[src/rtl/idecoder_pipe_pkg.sv]
// Shared RV32I decode constants, the decoded-entry struct and the ALU funct helper.
// Pure declarations: no latency, no backpressure.
package idecoder_pipe_pkg;

    localparam int INST_WIDTH      = 32;
    localparam int OPCODE_WIDTH    = 7;
    localparam int IMM_WIDTH       = 32;
    localparam int INST_TYPE_WIDTH = 4;
    localparam int REG_WIDTH       = 5;
    localparam int FUNCT_WIDTH     = 5;

    localparam logic [OPCODE_WIDTH-1:0] OPCODE_LUI     = 7'b0110111;
    localparam logic [OPCODE_WIDTH-1:0] OPCODE_AUIPC   = 7'b0010111;
    localparam logic [OPCODE_WIDTH-1:0] OPCODE_JAL     = 7'b1101111;
    localparam logic [OPCODE_WIDTH-1:0] OPCODE_JALR    = 7'b1100111;
    localparam logic [OPCODE_WIDTH-1:0] OPCODE_BRANCH  = 7'b1100011;
    localparam logic [OPCODE_WIDTH-1:0] OPCODE_LOAD    = 7'b0000011;
    localparam logic [OPCODE_WIDTH-1:0] OPCODE_STORE   = 7'b0100011;
    localparam logic [OPCODE_WIDTH-1:0] OPCODE_INT_IMM = 7'b0010011;
    localparam logic [OPCODE_WIDTH-1:0] OPCODE_INT_REG = 7'b0110011;
    localparam logic [OPCODE_WIDTH-1:0] OPCODE_FENCE   = 7'b0001111;
    localparam logic [OPCODE_WIDTH-1:0] OPCODE_SYSTEM  = 7'b1110011;

    localparam logic [INST_TYPE_WIDTH-1:0] INST_TYPE_IMM     = 4'd0;
    localparam logic [INST_TYPE_WIDTH-1:0] INST_TYPE_AUIPC   = 4'd1;
    localparam logic [INST_TYPE_WIDTH-1:0] INST_TYPE_JAL     = 4'd2;
    localparam logic [INST_TYPE_WIDTH-1:0] INST_TYPE_JALR    = 4'd3;
    localparam logic [INST_TYPE_WIDTH-1:0] INST_TYPE_BRANCH  = 4'd4;
    localparam logic [INST_TYPE_WIDTH-1:0] INST_TYPE_LOAD    = 4'd5;
    localparam logic [INST_TYPE_WIDTH-1:0] INST_TYPE_STORE   = 4'd6;
    localparam logic [INST_TYPE_WIDTH-1:0] INST_TYPE_INT_IMM = 4'd7;
    localparam logic [INST_TYPE_WIDTH-1:0] INST_TYPE_INT_REG = 4'd8;
    localparam logic [INST_TYPE_WIDTH-1:0] INST_TYPE_FENCE   = 4'd9;
    localparam logic [INST_TYPE_WIDTH-1:0] INST_TYPE_SYSTEM  = 4'd10;
    localparam logic [INST_TYPE_WIDTH-1:0] INST_TYPE_ILLEGAL = 4'd11;

    localparam logic [FUNCT_WIDTH-1:0] FUNCT_NONE       = 5'd0;
    localparam logic [FUNCT_WIDTH-1:0] FUNCT_ADD        = 5'd1;
    localparam logic [FUNCT_WIDTH-1:0] FUNCT_SUB        = 5'd2;
    localparam logic [FUNCT_WIDTH-1:0] FUNCT_SLT        = 5'd3;
    localparam logic [FUNCT_WIDTH-1:0] FUNCT_SLTU       = 5'd4;
    localparam logic [FUNCT_WIDTH-1:0] FUNCT_XOR        = 5'd5;
    localparam logic [FUNCT_WIDTH-1:0] FUNCT_OR         = 5'd6;
    localparam logic [FUNCT_WIDTH-1:0] FUNCT_AND        = 5'd7;
    localparam logic [FUNCT_WIDTH-1:0] FUNCT_SLL        = 5'd8;
    localparam logic [FUNCT_WIDTH-1:0] FUNCT_SRL        = 5'd9;
    localparam logic [FUNCT_WIDTH-1:0] FUNCT_SRA        = 5'd10;
    localparam logic [FUNCT_WIDTH-1:0] FUNCT_EQ         = 5'd11;
    localparam logic [FUNCT_WIDTH-1:0] FUNCT_NEQ        = 5'd12;
    localparam logic [FUNCT_WIDTH-1:0] FUNCT_LT         = 5'd13;
    localparam logic [FUNCT_WIDTH-1:0] FUNCT_GTE        = 5'd14;
    localparam logic [FUNCT_WIDTH-1:0] FUNCT_LTU        = 5'd15;
    localparam logic [FUNCT_WIDTH-1:0] FUNCT_GTEU       = 5'd16;
    localparam logic [FUNCT_WIDTH-1:0] FUNCT_MEM_BYTE   = 5'd17;
    localparam logic [FUNCT_WIDTH-1:0] FUNCT_MEM_HWORD  = 5'd18;
    localparam logic [FUNCT_WIDTH-1:0] FUNCT_MEM_WORD   = 5'd19;
    localparam logic [FUNCT_WIDTH-1:0] FUNCT_MEM_BYTEU  = 5'd20;
    localparam logic [FUNCT_WIDTH-1:0] FUNCT_MEM_HWORDU = 5'd21;
    localparam logic [FUNCT_WIDTH-1:0] FUNCT_ECALL      = 5'd22;
    localparam logic [FUNCT_WIDTH-1:0] FUNCT_EBREAK     = 5'd23;

    typedef struct packed {
        logic [OPCODE_WIDTH-1:0]    opcode;
        logic [IMM_WIDTH-1:0]       imm;
        logic [INST_TYPE_WIDTH-1:0] inst_type;
        logic [REG_WIDTH-1:0]       rd;
        logic [REG_WIDTH-1:0]       rs1;
        logic [REG_WIDTH-1:0]       rs2;
        logic [FUNCT_WIDTH-1:0]     funct;
        logic                       illegal;
    } dec_t;

    // alt selects SUB/SRA; callers only raise it where the encoding allows.
    function automatic logic [FUNCT_WIDTH-1:0] alu_funct(input logic [2:0] f3, input logic alt);
        logic [FUNCT_WIDTH-1:0] f;
        case (f3)
            3'd0:    f = alt ? FUNCT_SUB : FUNCT_ADD;
            3'd1:    f = FUNCT_SLL;
            3'd2:    f = FUNCT_SLT;
            3'd3:    f = FUNCT_SLTU;
            3'd4:    f = FUNCT_XOR;
            3'd5:    f = alt ? FUNCT_SRA : FUNCT_SRL;
            3'd6:    f = FUNCT_OR;
            default: f = FUNCT_AND;
        endcase
        return f;
    endfunction

endpackage

[src/rtl/idecoder_pipe_if.sv]
// Fetch-to-decode and decode-to-execute handshake bundle with flush.
// slave is the decode stage, master is whoever drives fetch and consumes decode.
interface idecoder_pipe_if
    import idecoder_pipe_pkg::*;
#(
    parameter int PC_WIDTH = 32
);
    logic                       flush;
    logic                       inst_valid;
    logic                       inst_ready;
    logic [INST_WIDTH-1:0]      inst;
    logic [PC_WIDTH-1:0]        pc_in;
    logic                       dec_valid;
    logic                       dec_ready;
    logic [OPCODE_WIDTH-1:0]    opcode;
    logic [IMM_WIDTH-1:0]       imm;
    logic [INST_TYPE_WIDTH-1:0] inst_type;
    logic [REG_WIDTH-1:0]       rd;
    logic [REG_WIDTH-1:0]       rs1;
    logic [REG_WIDTH-1:0]       rs2;
    logic [FUNCT_WIDTH-1:0]     funct;
    logic                       illegal;
    logic [PC_WIDTH-1:0]        pc_out;

    modport slave (
        input  flush, inst_valid, inst, pc_in, dec_ready,
        output inst_ready, dec_valid, opcode, imm, inst_type, rd, rs1, rs2, funct, illegal, pc_out
    );

    modport master (
        output flush, inst_valid, inst, pc_in, dec_ready,
        input  inst_ready, dec_valid, opcode, imm, inst_type, rd, rs1, rs2, funct, illegal, pc_out
    );
endinterface

[src/rtl/idecoder_pipe_decode.sv]
// Combinational RV32I field/format decode with illegal-encoding detection.
// Zero latency, no handshake; illegal encodings zero every field except opcode.
module rv32i_decode_logic
    import idecoder_pipe_pkg::*;
(
    input  logic [INST_WIDTH-1:0] inst,
    output dec_t                  dec
);
    logic [2:0]           f3;
    logic [6:0]           f7;
    logic [IMM_WIDTH-1:0] imm_i, imm_s, imm_b, imm_u, imm_j, imm_sh;
    logic                 bad;

    always_comb begin
        f3     = inst[14:12];
        f7     = inst[31:25];
        imm_i  = {{20{inst[31]}}, inst[31:20]};
        imm_s  = {{20{inst[31]}}, inst[31:25], inst[11:7]};
        imm_b  = {{19{inst[31]}}, inst[31], inst[7], inst[30:25], inst[11:8], 1'b0};
        imm_u  = {inst[31:12], 12'b0};
        imm_j  = {{11{inst[31]}}, inst[31], inst[19:12], inst[20], inst[30:21], 1'b0};
        imm_sh = {27'b0, inst[24:20]};
        bad    = 1'b0;
        dec    = '0;
        dec.opcode = inst[6:0];

        case (inst[6:0])
            OPCODE_LUI: begin
                dec.inst_type = INST_TYPE_IMM;
                dec.imm       = imm_u;
                dec.rd        = inst[11:7];
            end
            OPCODE_AUIPC: begin
                dec.inst_type = INST_TYPE_AUIPC;
                dec.imm       = imm_u;
                dec.rd        = inst[11:7];
            end
            OPCODE_JAL: begin
                dec.inst_type = INST_TYPE_JAL;
                dec.imm       = imm_j;
                dec.rd        = inst[11:7];
            end
            OPCODE_JALR: begin
                dec.inst_type = INST_TYPE_JALR;
                dec.imm       = imm_i;
                dec.rd        = inst[11:7];
                dec.rs1       = inst[19:15];
                bad           = (f3 != 3'd0);
            end
            OPCODE_BRANCH: begin
                dec.inst_type = INST_TYPE_BRANCH;
                dec.imm       = imm_b;
                dec.rs1       = inst[19:15];
                dec.rs2       = inst[24:20];
                case (f3)
                    3'd0:    dec.funct = FUNCT_EQ;
                    3'd1:    dec.funct = FUNCT_NEQ;
                    3'd4:    dec.funct = FUNCT_LT;
                    3'd5:    dec.funct = FUNCT_GTE;
                    3'd6:    dec.funct = FUNCT_LTU;
                    3'd7:    dec.funct = FUNCT_GTEU;
                    default: bad = 1'b1;
                endcase
            end
            OPCODE_LOAD: begin
                dec.inst_type = INST_TYPE_LOAD;
                dec.imm       = imm_i;
                dec.rd        = inst[11:7];
                dec.rs1       = inst[19:15];
                case (f3)
                    3'd0:    dec.funct = FUNCT_MEM_BYTE;
                    3'd1:    dec.funct = FUNCT_MEM_HWORD;
                    3'd2:    dec.funct = FUNCT_MEM_WORD;
                    3'd4:    dec.funct = FUNCT_MEM_BYTEU;
                    3'd5:    dec.funct = FUNCT_MEM_HWORDU;
                    default: bad = 1'b1;
                endcase
            end
            OPCODE_STORE: begin
                dec.inst_type = INST_TYPE_STORE;
                dec.imm       = imm_s;
                dec.rs1       = inst[19:15];
                dec.rs2       = inst[24:20];
                case (f3)
                    3'd0:    dec.funct = FUNCT_MEM_BYTE;
                    3'd1:    dec.funct = FUNCT_MEM_HWORD;
                    3'd2:    dec.funct = FUNCT_MEM_WORD;
                    default: bad = 1'b1;
                endcase
            end
            OPCODE_INT_IMM: begin
                dec.inst_type = INST_TYPE_INT_IMM;
                dec.rd        = inst[11:7];
                dec.rs1       = inst[19:15];
                dec.funct     = alu_funct(f3, (f3 == 3'd5) && f7[5]);
                // Shift forms carry a 5-bit shamt instead of a sign-extended immediate.
                if (f3 == 3'd1) begin
                    dec.imm = imm_sh;
                    bad     = (f7 != 7'd0);
                end else if (f3 == 3'd5) begin
                    dec.imm = imm_sh;
                    bad     = (f7 != 7'd0) && (f7 != 7'd32);
                end else begin
                    dec.imm = imm_i;
                end
            end
            OPCODE_INT_REG: begin
                dec.inst_type = INST_TYPE_INT_REG;
                dec.rd        = inst[11:7];
                dec.rs1       = inst[19:15];
                dec.rs2       = inst[24:20];
                dec.funct     = alu_funct(f3, f7[5]);
                bad = ((f7 != 7'd0) && (f7 != 7'd32)) ||
                      ((f7 == 7'd32) && (f3 != 3'd0) && (f3 != 3'd5));
            end
            OPCODE_FENCE: begin
                dec.inst_type = INST_TYPE_FENCE;
            end
            OPCODE_SYSTEM: begin
                dec.inst_type = INST_TYPE_SYSTEM;
                if (inst == 32'h0000_0073)
                    dec.funct = FUNCT_ECALL;
                else if (inst == 32'h0010_0073)
                    dec.funct = FUNCT_EBREAK;
                else
                    bad = 1'b1;
            end
            default: bad = 1'b1;
        endcase

        if (bad) begin
            dec.inst_type = INST_TYPE_ILLEGAL;
            dec.imm       = '0;
            dec.rd        = '0;
            dec.rs1       = '0;
            dec.rs2       = '0;
            dec.funct     = FUNCT_NONE;
            dec.illegal   = 1'b1;
        end
    end
endmodule

[src/rtl/idecoder_pipe.sv]
// Registered RV32I decode stage: one-cycle latency, full throughput.
// SKID=1 uses a two-entry skid buffer with registered inst_ready; SKID=0 a single register.
module idecoder_pipe
    import idecoder_pipe_pkg::*;
#(
    parameter int PC_WIDTH = 32,
    parameter bit SKID     = 1'b1
)(
    input logic            clk,
    input logic            rst,
    idecoder_pipe_if.slave bus
);
    typedef struct packed {
        dec_t                dec;
        logic [PC_WIDTH-1:0] pc;
    } entry_t;

    dec_t   dec_new;
    entry_t new_e, main_q, skid_q, main_n, skid_n;
    logic   main_vld, skid_vld, main_vld_n, skid_vld_n;
    logic   rdy_q, accept, drain;

    rv32i_decode_logic u_decode (
        .inst (bus.inst),
        .dec  (dec_new)
    );

    assign new_e = '{dec: dec_new, pc: bus.pc_in};

    // rdy_q stays low through reset so nothing is taken before the first clean edge.
    assign bus.inst_ready = SKID ? rdy_q : (rdy_q & (~main_vld | bus.dec_ready));
    assign accept         = bus.inst_valid & bus.inst_ready & ~bus.flush;
    assign drain          = main_vld & bus.dec_ready;

    always_comb begin
        main_vld_n = main_vld;
        skid_vld_n = skid_vld;
        main_n     = main_q;
        skid_n     = skid_q;
        if (bus.flush) begin
            main_vld_n = 1'b0;
            skid_vld_n = 1'b0;
        end else if (SKID) begin
            // Skid full implies inst_ready low, so accept never coincides with this refill.
            if (drain && skid_vld) begin
                main_n     = skid_q;
                skid_vld_n = 1'b0;
            end else if (drain || !main_vld) begin
                main_vld_n = accept;
                if (accept)
                    main_n = new_e;
            end else if (accept) begin
                skid_n     = new_e;
                skid_vld_n = 1'b1;
            end
        end else begin
            if (accept) begin
                main_vld_n = 1'b1;
                main_n     = new_e;
            end else if (drain) begin
                main_vld_n = 1'b0;
            end
        end
    end

    always_ff @(posedge clk or posedge rst) begin
        if (rst) begin
            main_vld <= 1'b0;
            skid_vld <= 1'b0;
            main_q   <= '0;
            skid_q   <= '0;
            rdy_q    <= 1'b0;
        end else begin
            main_vld <= main_vld_n;
            skid_vld <= skid_vld_n;
            main_q   <= main_n;
            skid_q   <= skid_n;
            rdy_q    <= ~skid_vld_n;
        end
    end

    assign bus.dec_valid = main_vld;
    assign bus.opcode    = main_q.dec.opcode;
    assign bus.imm       = main_q.dec.imm;
    assign bus.inst_type = main_q.dec.inst_type;
    assign bus.rd        = main_q.dec.rd;
    assign bus.rs1       = main_q.dec.rs1;
    assign bus.rs2       = main_q.dec.rs2;
    assign bus.funct     = main_q.dec.funct;
    assign bus.illegal   = main_q.dec.illegal;
    assign bus.pc_out    = main_q.pc;
endmodule

[src/flat_wrapper.sv]
// flat-port wrapper written by rule: the top's interface ports become plain ports
module idecoder_pipe_flat import idecoder_pipe_pkg::*;
#(
    parameter int PC_WIDTH = 32,
    parameter bit SKID     = 1'b1
)
  (clk, rst, bus_flush, bus_inst_valid, bus_inst, bus_pc_in, bus_dec_ready, bus_inst_ready, bus_dec_valid, bus_opcode, bus_imm, bus_inst_type, bus_rd, bus_rs1, bus_rs2, bus_funct, bus_illegal, bus_pc_out);
  idecoder_pipe_if #(.PC_WIDTH(PC_WIDTH)) bus_i ();
  input logic clk;
  input logic rst;
  input wire logic [$bits(bus_i.flush)-1:0] bus_flush;
  input wire logic [$bits(bus_i.inst_valid)-1:0] bus_inst_valid;
  input wire logic [$bits(bus_i.inst)-1:0] bus_inst;
  input wire logic [$bits(bus_i.pc_in)-1:0] bus_pc_in;
  input wire logic [$bits(bus_i.dec_ready)-1:0] bus_dec_ready;
  output wire logic [$bits(bus_i.inst_ready)-1:0] bus_inst_ready;
  output wire logic [$bits(bus_i.dec_valid)-1:0] bus_dec_valid;
  output wire logic [$bits(bus_i.opcode)-1:0] bus_opcode;
  output wire logic [$bits(bus_i.imm)-1:0] bus_imm;
  output wire logic [$bits(bus_i.inst_type)-1:0] bus_inst_type;
  output wire logic [$bits(bus_i.rd)-1:0] bus_rd;
  output wire logic [$bits(bus_i.rs1)-1:0] bus_rs1;
  output wire logic [$bits(bus_i.rs2)-1:0] bus_rs2;
  output wire logic [$bits(bus_i.funct)-1:0] bus_funct;
  output wire logic [$bits(bus_i.illegal)-1:0] bus_illegal;
  output wire logic [$bits(bus_i.pc_out)-1:0] bus_pc_out;
  assign bus_i.flush = bus_flush;
  assign bus_i.inst_valid = bus_inst_valid;
  assign bus_i.inst = bus_inst;
  assign bus_i.pc_in = bus_pc_in;
  assign bus_i.dec_ready = bus_dec_ready;
  assign bus_inst_ready = bus_i.inst_ready;
  assign bus_dec_valid = bus_i.dec_valid;
  assign bus_opcode = bus_i.opcode;
  assign bus_imm = bus_i.imm;
  assign bus_inst_type = bus_i.inst_type;
  assign bus_rd = bus_i.rd;
  assign bus_rs1 = bus_i.rs1;
  assign bus_rs2 = bus_i.rs2;
  assign bus_funct = bus_i.funct;
  assign bus_illegal = bus_i.illegal;
  assign bus_pc_out = bus_i.pc_out;
  idecoder_pipe #(.PC_WIDTH(PC_WIDTH), .SKID(SKID)) u_core (.clk(clk), .rst(rst), .bus(bus_i));
endmodule
[config.mk]
export PLATFORM = sky130hd
export DESIGN_NAME = idecoder_pipe_flat
export DESIGN_NICKNAME = d
export VERILOG_FILES = /design/src/rtl/idecoder_pipe_pkg.sv /design/src/rtl/idecoder_pipe_if.sv /design/src/rtl/idecoder_pipe_decode.sv /design/src/rtl/idecoder_pipe.sv /design/src/flat_wrapper.sv
export SDC_FILE = /design/constraint.sdc
export NUM_CORES = 1
export LEC_CHECK = 0
export CAP_MARGIN = 20
export CORE_AREA = 4 4 154 156
export CTS_BUF_LIST = sky130_fd_sc_hd__clkbuf_8
export CTS_CLUSTER_SIZE = 25
export DETAILED_ROUTE_END_ITERATION = 10
export DIE_AREA = 0 0 158 160
export PLACE_DENSITY = 0.75
export SYNTH_ARGS = -nofsm -noshare
export SYNTH_HDL_FRONTEND = slang
export SYNTH_HIERARCHICAL = 1
export SYNTH_SLANG_ARGS = --single-unit
export TNS_END_PERCENT = 10
[constraint.sdc]
create_clock -name clk -period 12.9 [get_ports clk]
set_clock_uncertainty 0.05 [all_clocks]
set_input_delay 1.29 -clock clk [delete_from_list [all_inputs] [get_ports clk]]
set_output_delay 1.29 -clock clk [all_outputs]
set_load 0.05 [all_outputs]
# [Word-level counts from Yosys, hierarchy flattened]
# Index checks and enable logic that the tools add are counted.
[classes] n_eq_ne=24 n_bitwise=7 mux=38 n_reduce_logical=26
[op_table] op="two-way mux 96 bit" n=3
[op_table] op="one-hot mux 32 bit (6 select lines)" n=1
[op_table] op="two-way mux 32 bit" n=2
[op_table] op="one-hot mux 5 bit (6 select lines)" n=2
[op_table] op="two-way mux 57 bit" n=1
[op_table] op="one-hot mux 4 bit (7 select lines)" n=2
[op_table] op="one-hot mux 4 bit (10 select lines)" n=1
[op_table] op="equality test 32 x 21 -> 1 bit, second input constant" n=1
[op_table] op="equality test 32 x 7 -> 1 bit, second input constant" n=1
[op_table] op="equality test 7 x 6 -> 1 bit, second input constant" n=4
[op_table] op="equality test 7 bit, second input constant" n=4
[op_table] op="two-way mux 5 bit" n=5
[op_table] op="one-hot mux 5 bit (5 select lines)" n=1
[op_table] op="one-hot mux 5 bit (3 select lines)" n=1
[op_table] op="equality test 7 x 5 -> 1 bit, second input constant" n=2
[op_table] op="two-way mux 1 bit" n=14
[op_table] op="equality test 3 bit, second input constant" n=4
[op_table] op="OR reduction 6 bit" n=2
[op_table] op="two-way mux 2 bit" n=4
[op_table] op="one-hot mux 1 bit (8 select lines)" n=1
[op_table] op="equality test 7 x 2 -> 1 bit, second input constant" n=1
[op_table] op="equality test 7 x 4 -> 1 bit, second input constant" n=1
[op_table] op="inequality test 7 x 6 -> 1 bit, second input constant" n=1
[op_table] op="nonzero test 7 bit" n=1
[op_table] op="other kinds (20)" n=35
[totals] ff_bits=195 input_bits=69 elab_cells=116 out_inout_bits=98

# [Logic depth before layout (Yosys ltp)]
# Gate-level depths: netlist of the first run.
[logic_depth] ltp_word=9 depth_mapped=10 ltp_nobuf=7

# [Hierarchy]
# The synthesis of the first run kept the hierarchy.
[modules_own_cells] mod="idecoder_pipe" area_per_inst_um2=8385.5 cells_per_inst=525 n_inst=1 seq_area_each_um2=4879.7
[modules_own_cells] mod="rv32i_decode_logic" area_per_inst_um2=1540.2 cells_per_inst=267 n_inst=1 seq_area_each_um2=0.0

# [Worst setup path before layout of the first run]
# Ideal clock, no wire load.
[synth_path] kind="input -> register" start="input bus_inst[3]" end="register u_core.main_q, in the netlist u_core/bus.illegal" n_path_buf=3 setup_slack_ns=9.409 t_required_ns=12.725 stages=10 arrival_ns=3.316 setup_ns=0.125 path_cell_list="buf_2 -> and3b_1 -> nand3_1 -> o2111ai_1 -> or3b_1 -> buf_4 -> or2_2 -> buf_4 -> mux2_2 -> mux2_2"
[synth_rtl] item="from (decl)" line="flat_wrapper.sv:13" source="input wire logic [$bits(bus_i.inst)-1:0] bus_inst;"
[synth_rtl] item="to (signal assigned)" line="idecoder_pipe.sv:76" source="main_q <= main_n;"
[synth_rtl] item="to (decl)" line="idecoder_pipe.sv:19" source="entry_t new_e, main_q, skid_q, main_n, skid_n;"

==> results.py, run 1 <==
metrics = {
    "grt": {
        "grt_pass1_vias": 6878,
        "grt_remaining_overflow": 0,
        "antenna_found_initial": 1,
        "grt_max_degree": 122,
        "grt_pass1_wl_um": 38200,
        "track_usage_pct": 19.1,
    },
    "synth": {
        "synth_warnings": 6,
        "synth_nets": 861,
        "ys_ff_latch": 195,
        "synthCells": 792,
        "yosys.area.top_type": "dfrtp_1",
        "netlist.area_leader.share_pct": 49.2,
        "avgSynthCellArea_sq_um": 12.5,
        "yosys_most_used_dff": "dfrtp_1",
        "yosysUniqueCellTypes": 58,
        "netlist_area_sq_um": 9930,
        "synth_edf_count": 0,
        "async_flop_share_pct": 100,
        "synthTopCellsByArea": "dfrtp_1 (49%), mux2_2 (32%), nor3_1 (2.3%)",
        "yosysSeqAreaShare_pct": 49.2,
    },
    "worst_setup_path": {
        "start_kind": "input port",
        "cp_max_fo": 43,
        "slowest_stage": "or3b_2",
        "arrival_ns": 4.89,
        "cp-end-kind": "flop",
        "critPathLaunch": "bus_inst[2]",
        "critical-path-max-stage-delay_ns": 0.78,
        "critical_path_class": "input port to flop",
        "cp.required_ns": 13.21,
        "r2r-end": "u_core/bus.imm[19]",
        "r2r_slack_ns": 10.04,
        "crit-reg2reg-launch": "u_core/bus.dec_valid",
        "cp_cell_sequence": "clkdlybuf4s50_1 > nand4bb_1 > or4_1 > o2111ai_1 > or3b_2 > nor3_1 > mux2_1 > mux2_2",
        "r2r.worst_path.cells": 5,
        "critPathCapture": "u_core/bus.funct[3]",
    },
    "outcome": {
        "outcome": "complete, no violations",
    },
    "clock_tree": {
        "h-tree-depth": 4,
        "cts-root-buf": "clkbuf_8",
        "path_clk_slew_ns": 0.10,
        "worstSkewPairLatency_ns": 0.47,
        "cts_buffer_depth": 2,
        "cts_tree": "built",
        "clock-sinks": 195,
        "ctsHoldBuffers": 0,
        "post_cts.repair.setup_buffers": 0,
        "cts_buffers": 17,
        "cts_resized": 0,
    },
    "pwr": {
        "ir_drop_mv": 0.0583,
        "power.density_nw_per_um2": 119,
        "p_leak_nw": 5.14,
        "finalPower_mw": 1.44,
    },
    "timing": {
        "final-hold-violation-count": 0,
        "post-route-period-util_pct": 35.5,
        "setup-tns-final_ns": 0,
        "slew_viol_final": 0,
        "period_minus_slack_ns": 4.58,
        "setup_viol": 0,
        "max-slew-margin-rel_pct": 35.8,
        "setup_ws_ns": 8.32,
        "max_freq_ghz": 0.218,
        "rsz0062_at_grt": "false",
        "worst_pin_slew_ns": 0.959,
    },
    "place": {
        "dp_cells": 1185,
        "placement.io_buffers": 166,
        "place_hpwl_um": 16400,
        "routabilityCongestion": 0.869,
        "pre_cts_slack_ns": 7.87,
    },
    "detailed_routing": {
        "dr.first_iter.drc_count": 449,
        "first_pass_iters": 5,
        "drc": 0,
        "routed_via_density": 5.65,
        "vias": 6882,
        "wirelength_um": 24100,
        "wire_per_inst_um": 19.8,
        "ant_nets": 0,
    },
    "final_layout": {
        "final_cells": 1218,
        "antenna_cells": 0,
        "fillCellCount": 1910,
        "area_delta_synth_final_pct": 21.8,
        "fin_util_pct": 54.1,
        "nets": 989,
        "drive_above_1_share_pct": 35.4,
    },
    "floorplan": {
        "fp.dieH_um": 160,
        "placement_rows": 55,
        "dieArea_sq_um": 25300,
        "coreArea_sq_um": 22400,
        "start_util_pct": 44.4,
        "pin_count": 167,
        "die_w_um": 158,
    },
    "min_path": {
        "hold_path_class": "flop to flop",
        "min_from": "u_core/skid_q[38]",
    },
    "run": {
        "cap_viol_max_count": 0,
    },
}
==> sequential cells by signal, indices dropped and copies added, names as in the netlist <==
name / count
u_core/bus.rs2: 5
u_core/bus.rd: 5
u_core/bus.illegal: 1
u_core/bus.pc_out: 32
u_core/bus.imm: 32
u_core/bus.funct: 5
u_core/bus.inst_ready: 1
u_core/bus.inst_type: 4
u_core/bus.opcode: 7
u_core/bus.rs1: 5
u_core/skid_vld: 1
u_core/bus.dec_valid: 1
u_core/skid_q: 96
==> worst max-delay path, delay by kind of cell <==
kind | cells | cell delay [ns]
compound gates | 1 | 0.11
mux | 2 | 0.61
buf+inv | 1 | 0.75
simple gates | 4 | 2.10
==> routing by layer <==
metal  GRT usage (%)  wire (um)  vias up
met5               0         13        -
met4            7.68        686        2
met3            4.12       1390       50
met2            28.6      11200      215
met1            27.0      10800     3488
li1                -          -     3127
==> layout by cell type, fill, tap and decap left out, types with 2 or more instances in the layout <==
| cell | n |
|---|---|
| a211o_1 | 4 |
| a211oi_1 | 2 |
| a21oi_1 | 32 |
| a22oi_1 | 5 |
| a311oi_1 | 2 |
| a31oi_1 | 5 |
| and2_1 | 3 |
| and3_1 | 3 |
| buf_4 | 6 |
| bufinv_16 | 3 |
| clkbuf_8 | 19 |
| clkdlybuf4s50_1 | 166 |
| clkinv_2 | 3 |
| dfrtp_1 | 195 |
| inv_1 | 13 |
| inv_6 | 4 |
| mux2_1 | 11 |
| mux2_2 | 278 |
| nand2_1 | 30 |
| nand2b_1 | 6 |
| nand3_1 | 10 |
| nand3b_1 | 2 |
| nand4_1 | 3 |
| nand4b_1 | 2 |
| nand4bb_1 | 2 |
| nor2_1 | 13 |
| nor2b_1 | 6 |
| nor3_1 | 46 |
| nor4_1 | 6 |
| o21a_1 | 2 |
| o21ai_0 | 7 |
| o22ai_1 | 5 |
| o31ai_1 | 3 |
| or2_2 | 2 |
| or3_1 | 2 |
| xnor2_1 | 3 |
==> power by group <==
part	internal (mW)	total (mW)	switching (mW)
clock	0.206	0.432	0.227
sequential	0.671	0.701	0.0297
combinational	0.126	0.305	0.179
total	1.00	1.44	0.435
==> final cells by class <==
cell class | instances | area (sq um) | share of cell area, %
clock inverters | 13 | 173 | 1.43
inverters | 14 | 60.1 | 0.497
clock buffers | 19 | 262 | 2.16
well taps | 285 | 357 | 2.95
flip-flops and latches | 195 | 4880 | 40.4
repair buffers | 173 | 1710 | 14.2
multi-input cells | 519 | 4650 | 38.4
==> cells by family after synthesis <==
kind of cell    synth area share [%]
compound gates                  5.22
xor+xnor                       0.265
buf+inv                         4.37
flops                           49.2
mux                             32.8
simple gates                    8.19
==> cells in the mapped netlist, drive strengths merged (4+ instances only) <==
library cell / number
a211o: 4
a21oi: 32
a22oi: 5
a31oi: 5
buf: 52
clkbuf: 12
dfrtp: 195
inv: 14
mux2: 289
nand2: 30
nand2b: 6
nand3: 11
nor2: 13
nor2b: 6
nor3: 47
nor4: 7
o21ai: 8
o22ai: 5
==> worst min path at each step <==
| stage | endpoint | slack (ns) | depth (start not counted) |
|---|---|---|---|
| floorplan | u_core/skid_q[0] | 0.42 | 1 |
| global placement | u_core/skid_q[30] | 0.43 | 1 |
| detailed placement | u_core/skid_q[38] | 0.44 | 1 |
| CTS | u_core/skid_q[38] | 0.46 | 1 |
| global route | u_core/skid_q[30] | 0.47 | 1 |
| finish | u_core/skid_q[38] | 0.46 | 1 |
==> stage by stage <==
stage | hold WS [ns] | area [sq um]
final | 0.455 | 12100
after global routing | 0.472 | 12100
after CTS | 0.460 | 12100
after detailed placement | 0.438 | 11600
after global placement | 0.431 | 11600
after floorplan | 0.423 | 9930
No activity file was read; power rests on OpenSTA's default activity.
==> run 2: changes to the inputs <==
--- a/config.mk
+++ b/config.mk
@@ -11,7 +11,7 @@
 export CTS_CLUSTER_SIZE = 25
 export DETAILED_ROUTE_END_ITERATION = 10
 export DIE_AREA = 0 0 158 160
-export PLACE_DENSITY = 0.75
+export PLACE_DENSITY = 0.77
 export SYNTH_ARGS = -nofsm -noshare
 export SYNTH_HDL_FRONTEND = slang
 export SYNTH_HIERARCHICAL = 1
==> constraint.sdc (replaced) <==
create_clock -name clk -period 4.2 [get_ports clk]
set_clock_uncertainty 0.05 [all_clocks]
set_input_delay 0.42 -clock clk [delete_from_list [all_inputs] [get_ports clk]]
set_output_delay 0.42 -clock clk [all_outputs]
set_load 0.05 [all_outputs]
==> run 2 against run 1 <==
  * Highest routed layer is now met4
  * Sequential share of layout area decreased by 0.65 points
  * Combinational power grew to 3.1 times the previous value
  * Die area is the same
  * Cell area increased by 1.6%
  * Setup slack got worse by 7.3 ns
  * Sequential cell count did not move
  * Hold slack worse by 0.085 ns
  * Clock-buffer cell count fell by 1
  * Cell count rose by 1.2%
  * Total power rose to 3.1 times the previous value
  * First-iteration DRC count up 9.6%
==> results.py, run 2 (same netlist as run 1, synthesis figures left out) <==
metrics = {
    "floorplan": {
        "coreArea_sq_um": 22400,
        "die_w_um": 158,
        "fp.dieH_um": 160,
        "dieArea_sq_um": 25300,
        "placement_rows": 55,
        "start_util_pct": 44.4,
        "pin_count": 167,
    },
    "detailed_routing": {
        "wire_per_inst_um": 19.7,
        "wirelength_um": 24200,
        "vias": 6849,
        "ant_nets": 0,
        "dr.first_iter.drc_count": 492,
        "routed_via_density": 5.55,
        "drc": 0,
        "first_pass_iters": 5,
    },
    "pwr": {
        "finalPower_mw": 4.52,
        "ir_drop_mv": 0.204,
        "power.density_nw_per_um2": 368,
        "p_leak_nw": 5.24,
    },
    "worst_setup_path": {
        "critical_path_class": "input port to flop",
        "start_kind": "input port",
        "cp_max_fo": 22,
        "cp-end-kind": "flop",
        "arrival_ns": 3.50,
        "r2r.worst_path.cells": 4,
        "cp.required_ns": 4.50,
    },
    "place": {
        "place_hpwl_um": 16800,
        "dp_cells": 1201,
        "pre_cts_slack_ns": 0.573,
        "routabilityCongestion": 0.937,
        "placement.io_buffers": 166,
    },
    "timing": {
        "post-route-period-util_pct": 76.3,
        "worst_pin_slew_ns": 0.966,
        "setup_ws_ns": 0.996,
        "max_freq_ghz": 0.312,
        "rsz0062_at_grt": "false",
        "max-slew-margin-rel_pct": 35.6,
        "setup_viol": 0,
        "setup-tns-final_ns": 0,
        "slew_viol_final": 0,
        "fin_hold_ws_ns": 0.370,
        "final-hold-violation-count": 0,
        "period_minus_slack_ns": 3.20,
    },
    "final_layout": {
        "final_cells": 1233,
        "antenna_cells": 0,
        "nets": 1004,
        "final_cell_mix": "mux2_2 (278), dfrtp_1 (195), clkdlybuf4s50_1 (166), nor3_1 (46), a21oi_1 (32)",
        "area_delta_synth_final_pct": 23.8,
        "largest_reg_flops": 96,
        "regMostFlops": "u_core/skid_q",
        "drive_above_1_share_pct": 36.3,
        "final_common_cell": "mux2_2",
    },
    "clock_tree": {
        "ctsHoldBuffers": 0,
        "cts_resized": 0,
        "h-tree-depth": 4,
        "worstSkewPairLatency_ns": 0.46,
        "path_clk_slew_ns": 0.11,
        "cts_buffers": 17,
        "post_cts.repair.setup_buffers": 0,
        "cts_buffer_depth": 2,
        "cts-root-buf": "clkbuf_8",
        "clock-sinks": 195,
        "cts_tree": "built",
    },
    "min_path": {
        "hold_path_class": "input port to asynchronous set/reset pin",
    },
    "grt": {
        "track_usage_pct": 19.4,
        "grt_pass1_wl_um": 39300,
        "grt_max_degree": 99,
        "grt_pass1_vias": 7153,
        "antenna_found_initial": 0,
        "grt_remaining_overflow": 0,
    },
    "outcome": {
        "outcome": "complete, no violations",
    },
    "run": {
        "cap_viol_max_count": 0,
    },
}
==> run 2: changes by cell type in the layout (fill, tap and decap cells not counted), sizes merged <==
cell,before,now
buf,7,22
bufinv,3,4
clkbuf,19,18
==> run 2: per-layer routing <==
layer | GRT usage, % | vias up | wire [um]
met5 | 0 | - | 0
met3 | 3.69 | 28 | 1230
met1 | 26.5 | 3471 | 10600
met4 | 4.85 | 0 | 357
met2 | 31.9 | 199 | 12100
li1 | - | 3151 | -
==> run 2: path summary, 6_finish.rpt <==
path                                      start                    end  slack [ns]
max                                 bus_inst[6]      u_core/bus.rs2[1]         1.0
min                                         rst  u_core/bus.pc_out[26]        0.37
max reg2reg                u_core/bus.dec_valid   u_core/bus.opcode[5]        1.66
min reg2reg                   u_core/skid_q[39]      u_core/skid_q[39]        0.46
max in group asynchronous                   rst      u_core/bus.rs2[0]        2.88
min in group clk              u_core/skid_q[39]      u_core/skid_q[39]        0.46
==> run 2: through the flow <==
stage	area (sq um)	utilization, %
detailed placement	11800	52.9
CTS	12300	54.9
floorplan	9930	-
global placement	11800	52.9
global route	12300	54.9
finish	12300	54.9
==> run 2: area by class of cell <==
cell class | instances | area, sq um
Multi-Input combinational cell | 519 | 4640
Clock buffer | 18 | 248
Fill cell | 1868 | 10100
Clock inverter | 14 | 219
Sequential cell | 195 | 4880
Timing Repair Buffer | 188 | 1890
Tap cell | 285 | 357
Inverter | 14 | 56.3
==> run 2: worst max-delay path: stages <==
cell	delay, ns
clkdlybuf4s50_1	0.96
nand3_1	0.25
o21ai_2	0.81
buf_4	0.35
nor3_1	0.12
mux2_1	0.31
mux2_2	0.26
==> run 2: power by group <==
part / internal [mW] / switching (mW)
registers: 2.06 / 0.0920
logic: 0.401 / 0.552
clock network: 0.688 / 0.726
total: 3.15 / 1.37
==> run 3: changes to the inputs <==
==> constraint.sdc (replaced) <==
create_clock -name clk -period 2.8 [get_ports clk]
set_clock_uncertainty 0.05 [all_clocks]
set_input_delay 0.28 -clock clk [delete_from_list [all_inputs] [get_ports clk]]
set_output_delay 0.28 -clock clk [all_outputs]
set_load 0.05 [all_outputs]
==> run 3 against run 2 <==
  * Routed wire length up 2.8%
  * Sequential share of layout area shrank 2.3 points
  * Cell area is 6.2% higher
  * Core utilization up 3.4 points
  * Critical path depth up 3
  * First-iteration DRC count shrank 15%
  * Clock power rose by 23%
  * Total power rose by 44%
  * Clock-buffer cell count down 1
  * Global-route usage increased by 0.75 points
  * Critical path type unchanged
  * Largest cell class unchanged
==> results.py, run 3 (same netlist as run 1, synthesis figures left out) <==
metrics = {
    "run": {
        "cap_viol_max_count": 0,
    },
    "clock_tree": {
        "worstSkewPairLatency_ns": 0.46,
        "post_cts.repair.setup_buffers": 0,
        "cts_resized": 0,
        "path_clk_slew_ns": 0.11,
        "cts-root-buf": "clkbuf_8",
        "cts_buffers": 17,
        "cts_tree": "built",
        "ctsHoldBuffers": 0,
        "h-tree-depth": 4,
        "cts_buffer_depth": 2,
        "clock-sinks": 195,
    },
    "grt": {
        "track_usage_pct": 20.1,
        "antenna_found_initial": 1,
        "grt_max_degree": 72,
        "grt_pass1_wl_um": 40600,
        "grt_remaining_overflow": 0,
        "grt_pass1_vias": 7600,
    },
    "detailed_routing": {
        "wire_per_inst_um": 18.7,
        "drc": 0,
        "dr.first_iter.drc_count": 416,
        "ant_nets": 0,
        "routed_via_density": 5.31,
        "first_pass_iters": 4,
        "wirelength_um": 24900,
        "vias": 7087,
    },
    "final_layout": {
        "fillCellCount": 1807,
        "largest_reg_flops": 96,
        "area_delta_synth_final_pct": 31.4,
        "final_cell_mix": "mux2_2 (278), dfrtp_1 (195), clkdlybuf4s50_1 (166), buf_4 (113), nor3_1 (46)",
        "drive_above_1_share_pct": 42.4,
        "antenna_cells": 0,
        "final_common_cell": "mux2_2",
        "regArea_sq_um": 4880,
        "multi_input_area_sq_um": 4640,
        "final_cells": 1335,
        "fin_util_pct": 58.3,
        "nets": 1107,
        "regMostFlops": "u_core/skid_q",
    },
    "worst_setup_path": {
        "r2r.worst_path.cells": 4,
        "critPathLaunch": "bus_inst[3]",
        "cp-end-kind": "flop",
        "cp.required_ns": 3.10,
        "start_kind": "input port",
        "cp_max_fo": 25,
        "arrival_ns": 2.97,
        "critical_path_class": "input port to flop",
        "crit-reg2reg-launch": "u_core/bus.dec_valid",
    },
    "pwr": {
        "ir_drop_mv": 0.293,
        "p_leak_nw": 5.72,
        "power.density_nw_per_um2": 499,
    },
    "timing": {
        "setup_viol": 0,
        "final-hold-violation-count": 0,
        "worst_pin_slew_ns": 0.586,
        "max_freq_ghz": 0.374,
        "rsz0062_at_grt": "false",
        "post-route-period-util_pct": 95.4,
        "slew_viol_final": 0,
        "max-slew-margin-rel_pct": 60.8,
        "period_minus_slack_ns": 2.67,
        "setup-tns-final_ns": 0,
    },
    "outcome": {
        "outcome": "complete, no violations",
    },
    "floorplan": {
        "placement_rows": 55,
        "dieArea_sq_um": 25300,
        "coreArea_sq_um": 22400,
        "pin_count": 167,
        "fp.dieH_um": 160,
        "start_util_pct": 44.4,
        "die_w_um": 158,
    },
    "place": {
        "place_hpwl_um": 18600,
        "dp_cells": 1304,
        "placement.io_buffers": 166,
        "routabilityCongestion": 0.929,
    },
    "min_path": {
        "hold_path_class": "input port to asynchronous set/reset pin",
    },
}
run 3: changes by cell type in the layout (fill, tap and decap cells not counted):
| cell | before | now |
|---|---|---|
| inv_1 | 13 | 14 |
| clkinvlp_4 | 1 | 3 |
| inv_8 | 3 | 1 |
| clkinv_4 | 3 | 0 |
| inv_6 | 2 | 6 |
| clkinv_8 | 1 | 0 |
| buf_12 | 5 | 12 |
| clkinv_2 | 1 | 3 |
| bufinv_16 | 4 | 1 |
| buf_4 | 17 | 113 |
| clkbuf_8 | 18 | 17 |
run 3: layer usage:
metal / routed length (um) / track usage [%] / up-vias / part of all wire (%)
met1: 11100 / 27.7 / 3540 / 45
met4: 414 / 5.74 / 2 / 1.7
met3: 1130 / 4.09 / 29 / 4.5
met2: 12200 / 32.4 / 141 / 49
li1: - / - / 3375 / -
met5: 13 / 0 / - / 0.052
run 3: area by class of cell:
class	instances	share of cell area (%)
inverters	14	0.432
clock inverters	14	0.978
clock buffers	17	1.79
well taps	285	2.73
flip-flops and latches	195	37.4
multi-input cells	519	35.6
repair buffers	291	21.1
run 3: worst max-delay path, cell delays in order:
cell and delay (ns):
clkdlybuf4s50_1 0.59, nand4bb_1 0.29, or4_1 0.54, o2111ai_1 0.10
or3b_1 0.22, buf_12 0.19, nor4_1 0.08, buf_4 0.16
mux2_2 0.25, mux2_2 0.26
run 3: power breakdown:
group          internal (mW)  switching, mW
clock network          0.714           1.03
registers               3.09          0.138
logic                  0.689          0.845
run 3: per-stage QoR:
stage | instance area (sq um) | worst slack [ns] | hold WS [ns] | power (mW)
after floorplan | 9930 | -0.0484 | 0.293 | 4.20
after global placement | 12700 | -0.273 | 0.432 | 4.80
after detailed placement | 12700 | -0.322 | 0.439 | 4.83
after CTS | 13000 | 0.170 | 0.0737 | 6.59
after global routing | 13000 | 0.0215 | 0.0723 | 6.81
final | 13000 | 0.130 | 0.0993 | 6.51
run 3: worst paths after layout:
path / to / slack [ns]
worst min-delay path: u_core/skid_q[5] / 0.1
worst min register to register: u_core/skid_q[33] / 0.46
worst max register to register: u_core/bus.pc_out[30] / 0.70
worst max-delay path: u_core/bus.inst_type[2] / 0.13
min in group clk: u_core/skid_q[18] / 0.40
max in group asynchronous: u_core/skid_q[34] / 1.88
